<file path="config.mk">
export PLATFORM = sky130hd
export DESIGN_NAME = add_sequencer
export DESIGN_NICKNAME = d
export VERILOG_FILES = /design/src/rtl/add_sequencer.sv
export SDC_FILE = /design/constraint.sdc
export NUM_CORES = 1
export LEC_CHECK = 0
export ABC_CLOCK_PERIOD_IN_PS = 9650
export CAP_MARGIN = 30
export CORE_UTILIZATION = 35
export CTS_CLUSTER_DIAMETER = 40
export DETAILED_ROUTE_END_ITERATION = 16
export SLEW_MARGIN = 30
export SYNTH_ARGS = -nofsm -noshare
export SYNTH_HDL_FRONTEND = slang
export SYNTH_SLANG_ARGS = --single-unit
</file>
<file path="constraint.sdc">
create_clock -name clk -period 9.65 [get_ports clk]
set_input_delay 0.965 -clock clk [delete_from_list [all_inputs] [get_ports clk]]
set_output_delay 0.965 -clock clk [all_outputs]
set_load 0.1 [all_outputs]
</file>
<file path="src/rtl/add_sequencer.sv">
// Multi-precision add/subtract sequencer: walks WORDS words through one external
// BUS_SIZE-bit adder, LS word first, chaining the carry through a register.
module add_sequencer #(
    parameter int BUS_SIZE = 16,
    parameter int WORDS    = 4
) (
    input  logic                      clk,
    input  logic                      rst,
    input  logic                      start,
    input  logic                      sub,
    input  logic [BUS_SIZE*WORDS-1:0] op_a,
    input  logic [BUS_SIZE*WORDS-1:0] op_b,
    output logic                      busy,
    output logic                      done,
    output logic [BUS_SIZE*WORDS-1:0] result,
    output logic                      carry_out,
    output logic                      zero,
    output logic [BUS_SIZE-1:0]       add_a,
    output logic [BUS_SIZE-1:0]       add_b,
    output logic                      add_c_in,
    input  logic [BUS_SIZE-1:0]       add_out,
    input  logic                      add_overflow
);
    localparam int W     = BUS_SIZE * WORDS;
    localparam int IDX_W = (WORDS > 1) ? $clog2(WORDS) : 1;
    localparam logic [IDX_W-1:0] LAST = IDX_W'(WORDS - 1);

    typedef enum logic [1:0] {IDLE, RUN, DONE} state_t;

    state_t           state;
    logic [IDX_W-1:0] idx;
    logic [W-1:0]     la, lb;
    logic             lsub;
    logic             carry;
    logic [W-1:0]     result_nxt;

    // Adder is driven only while a word is being processed
    always_comb begin
        add_a    = '0;
        add_b    = '0;
        add_c_in = 1'b0;
        if (state == RUN) begin
            add_a    = la[int'(idx)*BUS_SIZE +: BUS_SIZE];
            add_b    = lb[int'(idx)*BUS_SIZE +: BUS_SIZE] ^ {BUS_SIZE{lsub}};
            add_c_in = carry;
        end
    end

    // Full result as it will look after this cycle's word lands; zero is taken from it
    always_comb begin
        result_nxt = result;
        result_nxt[int'(idx)*BUS_SIZE +: BUS_SIZE] = add_out;
    end

    always_ff @(posedge clk or posedge rst) begin
        if (rst) begin
            state     <= IDLE;
            idx       <= '0;
            la        <= '0;
            lb        <= '0;
            lsub      <= 1'b0;
            carry     <= 1'b0;
            result    <= '0;
            carry_out <= 1'b0;
            zero      <= 1'b0;
            busy      <= 1'b0;
            done      <= 1'b0;
        end else begin
            case (state)
                IDLE: begin
                    if (start) begin
                        la    <= op_a;
                        lb    <= op_b;
                        lsub  <= sub;
                        carry <= sub;
                        idx   <= '0;
                        busy  <= 1'b1;
                        state <= RUN;
                    end
                end
                RUN: begin
                    result <= result_nxt;
                    carry  <= add_overflow;
                    if (idx == LAST) begin
                        carry_out <= add_overflow;
                        zero      <= (result_nxt == '0);
                        done      <= 1'b1;
                        state     <= DONE;
                    end else begin
                        idx <= idx + IDX_W'(1);
                    end
                end
                DONE: begin
                    done  <= 1'b0;
                    busy  <= 1'b0;
                    state <= IDLE;
                end
                default: begin
                    done  <= 1'b0;
                    busy  <= 1'b0;
                    state <= IDLE;
                end
            endcase
        end
    end
endmodule

</file>
==> out/metrics.cfg <==
[sta]
relSlewSlack=0.315
setup_viol_count_final=0
post-route-period-util=0.500
finalHoldViolCount=0
clock_skew_ns=0.0143
post-route-min-period_ns=4.83
slew_violations=0
tns_ns=0
rsz0062_at_grt=no
tightest_slew_ns=1.02
timing.fmax_ghz=0.207

[clock_tree]
clk_pin_slew_ns=0.05
numCtsBuffers=31
postCtsSetupBuffers=0
clock_sinks=202
cts_htree_levels=1
cts_resized=0
cts_root_buffer=clkbuf_16
clockBufferDepth=3
cts_tree=yes
cts_hold_buffers=0
clock_latency_ns=0.54

[floorplan]
rows=58
initial_utilization=0.357
dieArea_sq_um=26200
coreArea_sq_um=25100
die-height_um=162
io_pins=250
die_w_um=162

[routing]
route.detailed.drc=0
drt_iter0_drc=381
dr.pass1.iters=4
vias_per_cell=4.95
ant_nets=0
via_count=7374
post_drt_wl_per_cell_um=17.7
wl_um=26400

[logic_synthesis]
synth_cells=899
synth_xor_area_frac=0.0156
yosys.area_share.simple=0.225
synth_mux_area_frac=0.0830
ys_types=37
ys_ff_latch=202
synth_compound_area_frac=0.0767
synthAdderAreaFrac=0.00838
netlist_area_sq_um=8960
synth_top_family_by_area=simple AND/OR/NAND/NOR gates
ys_seq_area_frac=0.564
yosys_warnings=0
avgSynthCellArea_sq_um=9.96
synth_nets=1054

[grt]
grt_pass1_wl_um=42100
grt.overflow.total=0
antenna_found_initial=2
grt_pass1_vias=7593
grtUsageTotal=0.204
grt_max_degree=111

[critical_path]
cp_slowest_cell=clkdlybuf4s50_1
cp.arrival_ns=3.86
crit_type=reg2out
max_stage_delay_ns=1.16
required_ns=8.69
end_kind=output port
cp-start-kind=flip-flop
cp_max_fo=22
worstPathCellList=buf_4, mux4_2, xnor2_1, nor2_1, clkdlybuf4s50_1

[finish]
drive_gt1_frac=0.0976
area_growth_pct=42.5
layout.cells.non_filler=1491
layout_commonest_cell=nand2_1
layout_common_cells=nand2_1, clkdlybuf4s50_1, dfrtp_1, a22o_1, mux4_2
nets=1289

[job]
cap_violations=0

[place]
place_congestion=0.812
place_inst=1431
portBuffers=249
dp_hpwl_um=17700

[hold_path]
hp-class=reg2reg

[status]
status=completed

final cells by class:
class,count,area (sq um)
Fill cell,2314,12300
Timing Repair Buffer,257,2560
Clock inverter,15,151
Tap cell,330,413
Clock buffer,42,867
Inverter,7,33.8
Antenna cell,3,7.51
Multi-Input combinational cell,635,3670
Sequential cell,202,5060
worst max-delay path, delay by kind of cell (launching register included):
family | cells | cell delay, ns
multiplexers | 1 | 0.57
AND/OR/NAND/NOR | 1 | 0.15
XOR/XNOR | 1 | 0.13
buffers and inverters | 2 | 1.68
flip-flops | 1 | 0.76
per-stage QoR:
| step | hold slack, ns | util | setup slack [ns] | cell area, sq um |
|---|---|---|---|---|
| floorplan | 0.440 | - | 3.17 | 8960 |
| global placement | 0.454 | 0.467 | 5.26 | 11700 |
| detailed placement | 0.460 | 0.467 | 5.24 | 11700 |
| CTS | 0.472 | 0.508 | 4.66 | 12800 |
| global route | 0.484 | 0.509 | 4.57 | 12800 |
| finish | 0.470 | 0.509 | 4.82 | 12800 |
synthesized netlist by cell type:
cell type | n | area share
o31ai_2 | 1 | 0.0014
o21bai_1 | 1 | 0.00084
a22o_2 | 4 | 0.0045
mux2_2 | 2 | 0.0025
a21oi_1 | 4 | 0.0022
xnor2_1 | 16 | 0.016
and2_1 | 20 | 0.014
dfrtp_1 | 202 | 0.56
nand2b_1 | 1 | 0.00070
a22o_1 | 57 | 0.056
a31oi_1 | 4 | 0.0028
nand2_1 | 405 | 0.17
nor4_1 | 16 | 0.011
and3_1 | 2 | 0.0014
a22oi_1 | 1 | 0.00084
a31o_2 | 1 | 0.00098
mux4_2 | 32 | 0.080
a32o_1 | 1 | 0.0011
ha_1 | 6 | 0.0084
o21ai_0 | 6 | 0.0034
nand3_1 | 4 | 0.0022
nand4_1 | 3 | 0.0021
clkbuf_1 | 44 | 0.018
or4_4 | 1 | 0.0013
nor2_1 | 30 | 0.013
buf_2 | 8 | 0.0045
a41oi_1 | 1 | 0.00098
inv_2 | 1 | 0.00042
inv_1 | 6 | 0.0025
nor2b_1 | 4 | 0.0028
nand4bb_1 | 1 | 0.0013
o22a_1 | 1 | 0.00098
and3b_1 | 1 | 0.00098
buf_1 | 3 | 0.0013
nor3_1 | 7 | 0.0039
o221ai_1 | 1 | 0.00098
or4_1 | 1 | 0.00084
layer usage:
metal,global-route usage,vias to the layer above,wire length (um)
met5,0,-,0
met4,0.0703,0,684
met3,0.0460,40,1810
met2,0.328,249,12300
met1,0.272,3593,11700
li1,-,3492,-
flip-flops by register name, summed over array words and instances, names as in the netlist:
signal     cells
busy           1
carry          1
carry_out      1
done           1
idx            2
la            64
lb            64
lsub           1
result        64
state          2
zero           1
worst paths after layout:
check                                         from                 end  slack, ns  depth (start not counted)
worst max-delay path            idx[0]$_DFFE_PP0P_           add_b[13]       4.82                          5
worst min-delay path            lb[34]$_DFFE_PP0P_  lb[34]$_DFFE_PP0P_       0.47                          2
worst max register to register  idx[1]$_DFFE_PP0P_    zero$_DFFE_PP0P_       6.91                          7
worst min register to register  lb[34]$_DFFE_PP0P_  lb[34]$_DFFE_PP0P_       0.47                          2
max in group asynchronous                      rst  la[54]$_DFFE_PP0P_       7.53                          3
min in group asynchronous                      rst  lb[18]$_DFFE_PP0P_       0.89                          2
cell families (layout without fill, tap and decap cells):
group                    count (synthesis)  after routing
AND/OR/NAND/NOR                        496            496
AO/OA/AOI/OAI                           83             83
other                                    0              3
multiplexers                            34             34
flip-flops                             202            202
XOR/XNOR                                16             16
buffers and inverters                   62            321
adder cells (fa/ha/maj)                  6              6
Power is not shown: default switching activity piles up to over one toggle a cycle in this logic, so the estimate is an artifact.
==> patch 1: new RTL, config.mk and constraints unchanged <==
Reset style: synchronous (`rst`), changed in one clocked block.
--- a/src/rtl/add_sequencer.sv
+++ b/src/rtl/add_sequencer.sv
@@ -52,7 +52,7 @@
         result_nxt[int'(idx)*BUS_SIZE +: BUS_SIZE] = add_out;
     end
 
-    always_ff @(posedge clk or posedge rst) begin
+    always_ff @(posedge clk) begin
         if (rst) begin
             state     <= IDLE;
             idx       <= '0;
Function: differs if rst is asserted again (counterexample within 4 cycles, from zero or initial values and one cycle with rst high); with rst held inactive, the same outputs for 4 cycles.
==> patch 1 against the unedited design <==
  * Worst hold slack worse by 0.020 ns
  * Routed wire length down 2.7%
  * Setup slack better by 0.32 ns
  * Global-route usage up 0.44 points
  * Sequential cell count unchanged
  * Non-clock buffer count up 1
  * Final area down 5.1%
  * Clock skew down 0.0012 ns
  * Area after synthesis down 6.2%
==> patch 1: results (changes against the unedited design) <==
* Buffer share of cell area at 0.2105 (+0.01002)
* Met1 WL at 11510 µm (-1.3%)
* Largest cells by area after synthesis: dfxtp_1, nand2_1, a21oi_1
* Synth top cells by count: nand2_1, dfxtp_1, a21oi_1
* GRT Overall Usage at 0.2087 (+0.004350)
* Fillers at 2198 (-5.0%)
* Largest net degree at the start of global routing at 135 (+22%)
* Invs w/o clock at 3 (-4)
* GPL Wtd Cong at 0.8171 (+0.67%)
* Vias at 7843 (+6.4%)
* Synth Area in Adders at 0.008939 (+0.0005582)
* Multi-input gate count at 701 (+10%)
* Net Count, Synth at 1136 (+7.8%)
* Post-synthesis compound-gate area fraction at 0.1533 (+0.07662)
* Die Wd at 156.9 µm (-3.1%)
* Hpwl dp at 17420 µm (-1.8%)
* Layout cells sized above 1 at 0.09091 (-0.006673)
* Initial DRC count at 365 (-4.2%)
* Bufs w/o clock at 258 (+0.39%)
* Post-Route WL at 25740 µm (-2.7%)
* XOR/XNOR share of the synthesized area at 0.01669 (+0.001042)
* Clock buf/inv share at 0.08703 (+0.007268)
* Slew Limit Headroom at 0.3057 (-0.009344)
* Grt met3 use at 0.03744 (-0.008520)
* Number of clock buffers in the layout at 36 (-14%)
* Dpl ws at 5.570 ns (+0.3295 ns)
* DR WL met2 at 11960 µm (-2.6%)
* Multi-input logic portion of the cell area at 0.3342 (+0.04639)
* FF+latch count at 202 (unchanged)
* Number of nets in the layout at 1352 (+4.9%)
* Clock skew at 0.01310 ns (-0.001249 ns)
* RR Endpoint: result[48]$_SDFFE_PP0P_
* Hold Startpoint: la[52]$_SDFFE_PP0P_
* GR Layer Usage met2 at 0.3323 (+0.004339)
* Area after DPL at 11050 µm² (-5.8%)
* FF-to-FF Start: idx[0]$_SDFFE_PP0P_
* Worst hold slack at 0.4496 ns (-0.02001 ns)
* Status: completed
* Arr. time, crit path at 3.54 ns (-0.32 ns)
* Maximum fanout along the worst path at 23 (+4.5%)
* M1 GR Usage at 0.2854 (+0.01299)
* Register area at 4048 µm² (-20%)
-- patch 1: cell count changes after synthesis, sizes merged, moves of 6 or more --
cell,unedited run,this run
a22o,61,0
dfrtp,202,0
dfxtp,0,202
buf,11,17
nor2,30,96
nand2,405,270
clkbuf,44,58
a21oi,4,137
a22oi,1,61
-- patch 1: how the worst max path moves through the flow --
| stage | from | end | slack, ns | cells past startpoint |
|---|---|---|---|---|
| floorplan | idx[0]$_SDFFE_PP0P_ | add_b[10] | 5.85 | 5 |
| global placement | idx[0]$_SDFFE_PP0P_ | add_a[15] | 5.61 | 4 |
| detailed placement | idx[0]$_SDFFE_PP0P_ | add_a[15] | 5.57 | 4 |
| CTS | idx[0]$_SDFFE_PP0P_ | add_a[15] | 5.01 | 4 |
| global route | idx[0]$_SDFFE_PP0P_ | add_a[15] | 4.90 | 4 |
| finish | idx[0]$_SDFFE_PP0P_ | add_a[15] | 5.14 | 4 |
-- patch 1: cells by family (layout without fill, tap and decap cells) --
kind of cell	after synthesis	in the layout
fa+ha+maj	6	6
other cells	0	2
simple gates	431	431
flops	202	202
xor+xnor	16	16
compound gates	215	215
mux	33	33
buf+inv	78	318
-- patch 1: where the power goes --
part / leakage, nW / internal (mW) / total, mW / switching [mW]
clock: 0.507 / 0.697 / 1.11 / 0.416
combinational: 2.17 / 0.137 / 0.343 / 0.205
sequential: 1.65 / 0.874 / 0.903 / 0.0283
total: 4.33 / 1.71 / 2.36 / 0.650
-- patch 1: critical path, cell delays in order (launching register included) --
cell and delay (ns):
dfxtp_2 0.85, buf_4 0.48, mux4_2 0.54, and2_1 0.16
clkdlybuf4s50_1 0.98
==> patch 2: new RTL, same settings <==
Without the edit above. The parameter `BUS_SIZE` goes from 16 to 32.
--- a/src/rtl/add_sequencer.sv
+++ b/src/rtl/add_sequencer.sv
@@ -1,7 +1,7 @@
 // Multi-precision add/subtract sequencer: walks WORDS words through one external
 // BUS_SIZE-bit adder, LS word first, chaining the carry through a register.
 module add_sequencer #(
-    parameter int BUS_SIZE = 16,
+    parameter int BUS_SIZE = 32,
     parameter int WORDS    = 4
 ) (
     input  logic                      clk,
Interface: changed (6 resized); port bits go from 250 to 490. The function was not compared with the original's and may differ.
==> patch 2 against the unedited design <==
  * Sequential cell count is 192 higher
  * Count of clock-buffer cells in the layout increased by 38
  * Non-clock buffer count increased by 252
  * Area after synthesis grew 93%
  * Critical endpoint is now add_b[6]
  * Cell count grew 95%
  * Final area rose by 97%
  * Routed wire length rose by 120%
  * Setup slack worse by 0.40 ns
  * Critical path type unchanged
Power is left out: the tool's default activity adds up to more than one toggle a clock period on the data nets, which glitch-free logic cannot reach.
==> patch 2: results (changes against the unedited design) <==
* First-pass GRT wire length at 90990 µm (+120%)
* Worst R2R Path Depth at 7 (unchanged)
* Clock skew at 0.01904 ns (+0.004695 ns)
* Hold Crit Class: reg2reg
* Number of buffers created by CTS at 68 (+120%)
* Sequential share of the synthesized area at 0.5704 (+0.006111)
* Clk pin slew, worst setup/hold paths at 0.05 ns (about the same)
* FFs w/ async S/R, synth at 1.000 (unchanged)
* Top flop regs: la x128, lb x128, result x128
* CTS Buffer Depth at 3 (unchanged)
* RR Endpoint: zero$_DFFE_PP0P_
* Initial antenna violation count at 6 (+4)
* Status: completed
* Slowest stage cell on the critical path: clkdlybuf4s50_1
* Crit. Startpoint: idx[0]$_DFFE_PP0P_
* Post-CTS Resized at 0 (unchanged)
* Hpwl dp at 40800 µm (+130%)
* Largest net degree at the start of global routing at 178 (+60%)
* Layout cells sized above 1 at 0.1078 (+0.01020)
* Hold Path Cell Cnt at 2 (unchanged)
* Worst-Skew Late Latency at 0.59 ns (+0.05 ns)
* Vias in the first global route at 15160 (+100%)
* Synthesis Warnings at 0 (unchanged)
* H-tree levels at 3 (+2)
* Vias/cell at 5.109 (+3.3%)
* Initial DRC count at 1186 (+210%)
* Fillers at 4452 (+92%)
* Wire per inst at 20.37 µm (+15%)
* Crit path max-delay family: buffers and inverters
* R2R setup slack at 6.54 ns (-0.37 ns)
* IO buf count at 489 (+96%)
* Worst setup endpoint: add_b[6]
* Clock Root Buffer: clkbuf_16
* Hold Startpoint: la[123]$_DFFE_PP0P_
* Number of nets in the layout at 2483 (+93%)
* Post-CTS Setup Bufs at 0 (unchanged)
* Yosys cell types at 47 (+27%)
* Worst hold slack at 0.4687 ns (-0.001007 ns)
* Hold-fix buffers at CTS at 0 (unchanged)
* Net Count, Synth at 2014 (+91%)
* Largest cells by area after synthesis: dfrtp_1, nand2_1, mux4_2
* CP max stage delay at 1.16 ns (about the same)
* DRT Pass-1 Iters at 5 (+1)
* Arr. time, crit path at 4.26 ns (+0.40 ns)
* Slew Limit Headroom at 0.2854 (-0.02966)
* Hold EP: la[123]$_DFFE_PP0P_
* Max cap viols at 0 (unchanged)
* Synth top cells by count: nand2_1, dfrtp_1, a22o_1
* GRT Overall Usage at 0.2365 (+0.03216)
* GPL Wtd Cong at 0.9071 (+12%)
* Maximum fanout along the worst path at 37 (+68%)
* FF-to-FF Start: idx[0]$_DFFE_PP0P_
patch 2: cell types whose count changed after synthesis, moves of 8 or more:
cell,delta
xnor2_1,+16
and2_1,+14
nor2_1,+23
a22o_1,+64
dfrtp_1,+192
nand2_1,+384
mux4_2,+32
buf_1,+8
nor4_1,+18
clkbuf_1,+41
patch 2: area by class of cell:
class,instances,area (µm²),share of cell area
antenna,5,12.51,0.0004975
clock buffer,80,1818,0.07228
clock inverter,42,563.0,0.02239
inverter,9,37.54,0.001492
multi-input combinational,1202,6984,0.2777
sequential,394,9871,0.3925
tap,664,830.8,0.03303
timing repair buffer,509,5034,0.2001
patch 2: layer usage:
metal,wire length [µm],vias to the layer above,share of wire,GRT usage
met1,23980,7370,0.41,0.2973
met4,2282,0,0.039,0.09655
met2,28150,636,0.48,0.3821
li1,-,6700,-,-
met3,4756,137,0.080,0.06911
met5,0,-,0,0
patch 2: cell families (layout without fill, tap and decap cells):
| kind of cell | Yosys count | count (layout) | share of synthesized area |
|---|---|---|---|
| AND/OR/NAND/NOR | 941 | 941 | 0.2194 |
| AO/OA/AOI/OAI | 157 | 157 | 0.07717 |
| other | 0 | 5 | 0 |
| flip-flops | 394 | 394 | 0.5704 |
| adder cells (fa/ha/maj) | 6 | 6 | 0.004343 |
| multiplexers | 66 | 66 | 0.08470 |
| XOR/XNOR | 32 | 32 | 0.01622 |
| buffers and inverters | 119 | 640 | 0.02773 |
patch 2: stage by stage:
stage / utilization / instances / worst slack, ns / instance area, µm²
after floorplan: - / 1715 / 3.383 / 17290
after global placement: 0.4659 / 2776 / 4.932 / 22760
after detailed placement: 0.4654 / 2777 / 4.949 / 22740
after CTS: 0.5142 / 2899 / 4.292 / 25120
after global routing: 0.5148 / 2904 / 4.154 / 25150
final: 0.5149 / 2905 / 4.426 / 25150
